`src/rtl/sd_pkg.sv`:
```
// Shared SD host definitions: response FSM states, frame lengths
// and the CRC7 generator polynomial.
package sd_pkg;

    typedef enum logic [1:0] {
        RspIdle,
        RspWaitStart,
        RspReceive,
        RspDone
    } rsp_state_e;

    localparam int RspShortBits = 48;
    localparam int RspLongBits  = 136;

    localparam logic [6:0] Crc7Poly = 7'h09;

endpackage

```
`src/rtl/sd_rsp_receiver_if.sv`:
```
// Control/result bundle between the SD response receiver and the
// host register block.
interface sd_rsp_receiver_if;

    logic         start_i;
    logic         abort_i;
    logic         long_rsp_i;
    logic         check_crc_i;
    logic         busy_o;
    logic         done_o;
    logic [127:0] rsp_o;
    logic [5:0]   index_o;
    logic         timeout_err_o;
    logic         crc_err_o;
    logic         end_bit_err_o;

    modport master (
        output start_i, abort_i, long_rsp_i, check_crc_i,
        input  busy_o, done_o, rsp_o, index_o,
        input  timeout_err_o, crc_err_o, end_bit_err_o
    );

    modport slave (
        input  start_i, abort_i, long_rsp_i, check_crc_i,
        output busy_o, done_o, rsp_o, index_o,
        output timeout_err_o, crc_err_o, end_bit_err_o
    );

endinterface

```
`src/rtl/sd_crc7.sv`:
```
// Serial CRC7 (x^7 + x^3 + 1), MSb first, shared by the CMD-line
// transmitter and receiver.
module sd_crc7
    import sd_pkg::*;
(
    input  logic       clk_i,
    input  logic       rst_i,
    input  logic       clr_i,
    input  logic       en_i,
    input  logic       bit_i,
    output logic [6:0] crc_o
);

    logic [6:0] crc_q;
    logic [6:0] crc_d;
    logic       fb;

    always_comb begin
        fb    = bit_i ^ crc_q[6];
        crc_d = crc_q;
        if (clr_i) begin
            crc_d = '0;
        end else if (en_i) begin
            crc_d = {crc_q[5:0], 1'b0} ^ (fb ? Crc7Poly : 7'h00);
        end
    end

    always_ff @(posedge clk_i) begin
        if (rst_i) begin
            crc_q <= '0;
        end else begin
            crc_q <= crc_d;
        end
    end

    assign crc_o = crc_q;

endmodule

```
`src/rtl/sd_rsp_receiver.sv`:
```
// Bit-serial SD command response receiver: start-bit detection with
// Ncr timeout, MSb-first deserialisation, CRC7 and end-bit checking.
module sd_rsp_receiver
    import sd_pkg::*;
#(
    parameter int TimeoutCycles = 64,
    parameter int MaxRspBits    = 136
) (
    input  logic clk_i,
    input  logic rst_i,
    input  logic sd_clk_en_i,
    input  logic cmd_i,
    sd_rsp_receiver_if.slave bus
);

    localparam int CntW = $clog2(MaxRspBits + 1);
    localparam int ToW  = $clog2(TimeoutCycles + 1);

    rsp_state_e            state_q, state_d;
    logic [ToW-1:0]        to_cnt_q, to_cnt_d;
    logic [CntW-1:0]       bit_cnt_q, bit_cnt_d;
    logic [MaxRspBits-1:0] shift_q, shift_d;
    logic                  long_q, long_d;
    logic                  chk_q, chk_d;
    logic [127:0]          rsp_q, rsp_d;
    logic [5:0]            index_q, index_d;
    logic                  to_err_q, to_err_d;
    logic                  crc_err_q, crc_err_d;
    logic                  eb_err_q, eb_err_d;

    logic                  crc_clr;
    logic                  crc_en;
    logic [6:0]            crc_val;
    logic [CntW-1:0]       idx;
    logic [CntW-1:0]       frame_bits;
    logic [ToW-1:0]        to_inc;
    logic [MaxRspBits-1:0] shift_nx;

    sd_crc7 u_crc7 (
        .clk_i (clk_i),
        .rst_i (rst_i),
        .clr_i (crc_clr),
        .en_i  (crc_en),
        .bit_i (cmd_i),
        .crc_o (crc_val)
    );

    always_comb begin
        state_d    = state_q;
        to_cnt_d   = to_cnt_q;
        bit_cnt_d  = bit_cnt_q;
        shift_d    = shift_q;
        long_d     = long_q;
        chk_d      = chk_q;
        rsp_d      = rsp_q;
        index_d    = index_q;
        to_err_d   = to_err_q;
        crc_err_d  = crc_err_q;
        eb_err_d   = eb_err_q;
        crc_clr    = 1'b0;
        crc_en     = 1'b0;
        idx        = bit_cnt_q + 1'b1;
        to_inc     = to_cnt_q + 1'b1;
        frame_bits = long_q ? CntW'(RspLongBits) : CntW'(RspShortBits);
        shift_nx   = {shift_q[MaxRspBits-2:0], cmd_i};

        if (bus.abort_i) begin
            // Abort keeps the last results visible to software
            state_d   = RspIdle;
            to_cnt_d  = '0;
            bit_cnt_d = '0;
            shift_d   = '0;
            crc_clr   = 1'b1;
        end else begin
            unique case (state_q)
                RspIdle: begin
                    if (bus.start_i) begin
                        state_d   = RspWaitStart;
                        long_d    = bus.long_rsp_i;
                        chk_d     = bus.check_crc_i;
                        to_cnt_d  = '0;
                        bit_cnt_d = '0;
                        shift_d   = '0;
                        rsp_d     = '0;
                        index_d   = '0;
                        to_err_d  = 1'b0;
                        crc_err_d = 1'b0;
                        eb_err_d  = 1'b0;
                        crc_clr   = 1'b1;
                    end
                end
                RspWaitStart: begin
                    if (sd_clk_en_i) begin
                        if (!cmd_i) begin
                            state_d   = RspReceive;
                            bit_cnt_d = CntW'(1);
                            shift_d   = shift_nx;
                            crc_en    = ~long_q;
                        end else begin
                            to_cnt_d = to_inc;
                            if (to_inc == ToW'(TimeoutCycles)) begin
                                to_err_d = 1'b1;
                                state_d  = RspDone;
                            end
                        end
                    end
                end
                RspReceive: begin
                    if (sd_clk_en_i) begin
                        shift_d   = shift_nx;
                        bit_cnt_d = idx;
                        // Long frames cover only R[127:8] with the CRC
                        crc_en    = long_q
                                  ? (idx >= CntW'(9) && idx <= CntW'(128))
                                  : (idx <= CntW'(40));
                        if (idx == frame_bits) begin
                            state_d   = RspDone;
                            if (long_q) begin
                                rsp_d   = {8'b0, shift_nx[127:8]};
                                index_d = 6'h3F;
                            end else begin
                                rsp_d   = {96'b0, shift_nx[39:8]};
                                index_d = shift_nx[45:40];
                            end
                            crc_err_d = chk_q & (crc_val != shift_nx[7:1]);
                            eb_err_d  = ~cmd_i;
                        end
                    end
                end
                RspDone: begin
                    state_d = RspIdle;
                end
            endcase
        end
    end

    always_ff @(posedge clk_i) begin
        if (rst_i) begin
            state_q   <= RspIdle;
            to_cnt_q  <= '0;
            bit_cnt_q <= '0;
            shift_q   <= '0;
            long_q    <= 1'b0;
            chk_q     <= 1'b0;
            rsp_q     <= '0;
            index_q   <= '0;
            to_err_q  <= 1'b0;
            crc_err_q <= 1'b0;
            eb_err_q  <= 1'b0;
        end else begin
            state_q   <= state_d;
            to_cnt_q  <= to_cnt_d;
            bit_cnt_q <= bit_cnt_d;
            shift_q   <= shift_d;
            long_q    <= long_d;
            chk_q     <= chk_d;
            rsp_q     <= rsp_d;
            index_q   <= index_d;
            to_err_q  <= to_err_d;
            crc_err_q <= crc_err_d;
            eb_err_q  <= eb_err_d;
        end
    end

    assign bus.busy_o        = (state_q != RspIdle);
    assign bus.done_o        = (state_q == RspDone);
    assign bus.rsp_o         = rsp_q;
    assign bus.index_o       = index_q;
    assign bus.timeout_err_o = to_err_q;
    assign bus.crc_err_o     = crc_err_q;
    assign bus.end_bit_err_o = eb_err_q;

endmodule

```
`src/flat_wrapper.sv`:
```
// flat-port wrapper written by rule: the top's interface ports become plain ports
module sd_rsp_receiver_flat import sd_pkg::*;
#(
    parameter int TimeoutCycles = 64,
    parameter int MaxRspBits    = 136
)
  (clk_i, rst_i, sd_clk_en_i, cmd_i, bus_start_i, bus_abort_i, bus_long_rsp_i, bus_check_crc_i, bus_busy_o, bus_done_o, bus_rsp_o, bus_index_o, bus_timeout_err_o, bus_crc_err_o, bus_end_bit_err_o);
  sd_rsp_receiver_if bus_i ();
  input  logic clk_i;
  input  logic rst_i;
  input  logic sd_clk_en_i;
  input  logic cmd_i;
  input wire logic [$bits(bus_i.start_i)-1:0] bus_start_i;
  input wire logic [$bits(bus_i.abort_i)-1:0] bus_abort_i;
  input wire logic [$bits(bus_i.long_rsp_i)-1:0] bus_long_rsp_i;
  input wire logic [$bits(bus_i.check_crc_i)-1:0] bus_check_crc_i;
  output wire logic [$bits(bus_i.busy_o)-1:0] bus_busy_o;
  output wire logic [$bits(bus_i.done_o)-1:0] bus_done_o;
  output wire logic [$bits(bus_i.rsp_o)-1:0] bus_rsp_o;
  output wire logic [$bits(bus_i.index_o)-1:0] bus_index_o;
  output wire logic [$bits(bus_i.timeout_err_o)-1:0] bus_timeout_err_o;
  output wire logic [$bits(bus_i.crc_err_o)-1:0] bus_crc_err_o;
  output wire logic [$bits(bus_i.end_bit_err_o)-1:0] bus_end_bit_err_o;
  assign bus_i.start_i = bus_start_i;
  assign bus_i.abort_i = bus_abort_i;
  assign bus_i.long_rsp_i = bus_long_rsp_i;
  assign bus_i.check_crc_i = bus_check_crc_i;
  assign bus_busy_o = bus_i.busy_o;
  assign bus_done_o = bus_i.done_o;
  assign bus_rsp_o = bus_i.rsp_o;
  assign bus_index_o = bus_i.index_o;
  assign bus_timeout_err_o = bus_i.timeout_err_o;
  assign bus_crc_err_o = bus_i.crc_err_o;
  assign bus_end_bit_err_o = bus_i.end_bit_err_o;
  sd_rsp_receiver #(.TimeoutCycles(TimeoutCycles), .MaxRspBits(MaxRspBits)) u_core (.clk_i(clk_i), .rst_i(rst_i), .sd_clk_en_i(sd_clk_en_i), .cmd_i(cmd_i), .bus(bus_i));
endmodule
```
`config.mk`:
```
export PLATFORM = sky130hd
export DESIGN_NAME = sd_rsp_receiver_flat
export DESIGN_NICKNAME = d
export VERILOG_FILES = /design/src/rtl/sd_pkg.sv /design/src/rtl/sd_rsp_receiver_if.sv /design/src/rtl/sd_crc7.sv /design/src/rtl/sd_rsp_receiver.sv /design/src/flat_wrapper.sv
export SDC_FILE = /design/constraint.sdc
export NUM_CORES = 1
export LEC_CHECK = 0
export CAP_MARGIN = 20
export CORE_AREA = 4 4 174 134
export CTS_CLUSTER_SIZE = 30
export DETAILED_ROUTE_END_ITERATION = 10
export DIE_AREA = 0 0 178 138
export HOLD_SLACK_MARGIN = 0.08
export PLACE_DENSITY = 0.78
export SYNTH_ARGS = -nofsm -noshare
export SYNTH_HDL_FRONTEND = slang
export SYNTH_SLANG_ARGS = --single-unit
```
`constraint.sdc`:
```
create_clock -name clk_i -period 2.61 [get_ports clk_i]
set_input_delay 0.261 -clock clk_i [delete_from_list [all_inputs] [get_ports clk_i]]
set_output_delay 0.261 -clock clk_i [all_outputs]
set_load 0.01 [all_outputs]
```
==> out/metrics.cfg <==
[critical_path]
required_ns = 3.09
critPathLaunchType = flop
worstReg2RegStart = u_core.bit_cnt_q[0]
rr_endpoint = u_core.bus.index_o[5]
crit_end = u_core.bus.index_o[5]
cp_max_fo = 9
crit_arrival_ns = 2.86
slowest_delay_ns = 0.67
crit_chain = ha_1 -> and3_1 -> nor3_1 -> o21ai_2 -> o22a_4 -> or4_1 -> o2bb2ai_2
slowest_stage = or4_1
ff2ff_path_depth = 7
rrSetupSlack_ns = 0.22
crit_start = u_core.bit_cnt_q[0]
crit_path_end_kind = flop
path_class = reg -> reg

[power_and_ir_drop]
ir_drop_uv = 583.5
cellLeakagePower_nw = 4.721
power_density_nw_per_um2 = 610.3
total_power_mw = 8.726

[floorplanning]
rows = 47
die-height_um = 138
die-area_um2 = 24560
die_x_um = 178
initial_core_util = 0.5384
io_pins = 147
core_um2 = 21700

[routing]
routed_wl_mm = 27.68
avgRoutedWirePerCell_um = 15.97
dr_total_vias = 9662
antenna_left = 0
first_iter_violations = 784
dr.pass1.iters = 5
drc = 0
via_per_inst = 5.575

[grt]
grt_pass1_vias = 9097
antenna_found_initial = 0
overflow = 0
grtUsageTotal = 0.2209
grt_max_degree = 127
grt_pass1_wl_mm = 46.69

[logic_synthesis]
synthTopCellsByArea = dfxtp_1, mux2i_1, nand2_1, a21oi_1, nand3_1
ys_async_sr_fraction = 0
synth.most_common_cell = dfxtp_1
syn_area_per_cell_um2 = 8.811
synthesis.area_um2 = 11680
synth_common_cells = dfxtp_1, nand2_1, a21oi_1, nand3_1, mux2i_1
yosys.area.top_type_share = 0.4832
synth_compound_area_frac = 0.1354
synthSimpleGateAreaFrac = 0.2279
synth_top_family_by_area = simple AND/OR/NAND/NOR gates
synth_edf_count = 0
synthMuxAreaShare = 0.08321
synth_top_area_cell = dfxtp_1
synth-seq-area-share = 0.4832
synth_cell_types = 68
synth_xor_area_frac = 0.008246
synth_adder_area_share = 0.008567
syn-instance-count = 1326
yosysWarnings = 0
synth_seq_cells = 282
ys.flop_type = dfxtp_1

[cts]
clkSinkCount = 282
worstSkewPairLatency_ns = 0.54
cts_tree = done
clock-root-buffer = clkbuf_16
clock_path_buffers = 3
htree_num_levels = 1
cts_buffers = 28
cts_setup_buffers = 0
cts-resized-gates = 0
path_clk_slew_ns = 0.06

[sta]
period_share = 0.9154
slew_violations = 0
layout_setup_ws_ns = 0.2208
setup_viol = 0
setup-tns-final_ns = 0
fmax_ghz = 0.4186
maxSlewHeadroom = 0.5184
rsz0062_at_grt = no
skew_ns = 0.009295
fin_crit_ns = 2.389
hold_viol = 0
tightest_slew_ns = 0.7225

[final_layout]
instances_no_fill = 1733
antenna_cells = 0
layout-drive-gt1-share = 0.07853
nets = 1439
fin_area_um2 = 14300
areaGrowthSynthToFinish_pct = 22.37

[place]
place_ws_ns = 0.2369
dp_hpwl_mm = 17.43
place_inst = 1686
port_buffers = 138
placed_cell_area_um2 = 13400
gp_congestion = 0.8843

[job]
max_cap_violations = 0

[worst_hold_path]
min_path_type = in -> reg

[status]
status = finished clean

[placed cells by master (no fill, tap or decap), types with 4 or more instances in the layout]
master           count
buf_12              15
a22o_1              32
clkbuf_1             4
clkinv_2             6
xnor2_1              7
conb_1               8
nand2_1            246
and3_1               6
xor2_1               4
a21oi_1            155
clkdlybuf4s50_1    137
o2bb2ai_2            6
inv_1               10
mux2i_1             96
nand4_1              7
nor2_1              27
nor2b_1              4
buf_4               24
clkbuf_8             5
nand2b_1            91
dfxtp_1            282
ha_1                 8
nand3_1            133
clkbuf_16           28
o21ai_0             17
nor3_1              10
or3_1                6
[how the worst min path moves through the flow]
stage | cells after the start | slack [ns] | from | endpoint
floorplan | 1 | 0.34 | cmd_i | u_core.bus.end_bit_err_o
global placement | 2 | 0.44 | u_core.shift_q[126] | u_core.shift_q[126]
detailed placement | 2 | 0.45 | u_core.shift_q[126] | u_core.shift_q[126]
CTS | 3 | 0.25 | bus_check_crc_i | u_core.chk_q
global route | 3 | 0.27 | bus_long_rsp_i | u_core.long_q
finish | 3 | 0.27 | bus_long_rsp_i | u_core.long_q
[report_power, final]
| part | switching [mW] | total, mW | internal, mW |
|---|---|---|---|
| clock network | 1.63 | 3.83 | 2.21 |
| registers | 0.00546 | 4.31 | 4.31 |
| logic | 0.385 | 0.579 | 0.194 |
[metal layers]
layer,up-vias,track usage,part of all wire
met5,-,0,0
met4,0,0.04394,0.018
met3,39,0.03657,0.057
met2,300,0.3395,0.44
met1,4608,0.3300,0.48
li1,4715,-,-
[logic make-up (layout without fill, tap and decap cells)]
group / Yosys count / count (layout)
buffers and inverters: 128 / 234
XOR/XNOR: 11 / 11
AND/OR/NAND/NOR: 553 / 553
flip-flops: 282 / 282
other: 1 / 8
adder cells (fa/ha/maj): 8 / 8
AO/OA/AOI/OAI: 246 / 246
multiplexers: 97 / 97
[timing repair]
action	4_1_cts	5_1_grt
endpoints found under the hold margin	1	0
hold buffers	1	0
endpoints found under the setup margin	0	0
[cell type report]
type | count | area, um^2
fill | 1735 | 7402
sequential | 282 | 5645
multi-input combinational | 923 | 5497
timing repair buffer | 178 | 1867
clock buffer | 37 | 784.5
tap | 294 | 367.9
clock inverter | 9 | 98.84
inverter | 10 | 37.54
[sequential cells by signal (all words and copies together), names as in the netlist, 2 cells and up]
register,count
u_core.shift_q,127
u_core.bit_cnt_q,8
u_core.state_q,2
u_core.to_cnt_q,7
u_core.bus.index_o,6
u_core.bus.rsp_o,120
u_core.u_crc7.crc_o,7
[critical path: cells and delay by family (launching register included)]
kind / cells / cell delay [ns]
and+or+nand+nor: 3 / 1.12
AOI/OAI and AO/OA: 3 / 0.62
DFF: 1 / 0.31
adders and majority gates: 1 / 0.27
[stage by stage]
step	util	hold WS [ns]
finish	0.6589	0.2717
global route	0.6589	0.2717
CTS	0.6589	0.2451
detailed placement	0.6177	0.4482
global placement	0.6177	0.4449
floorplan	-	0.3425
No activity file was read; power rests on OpenSTA's default activity.
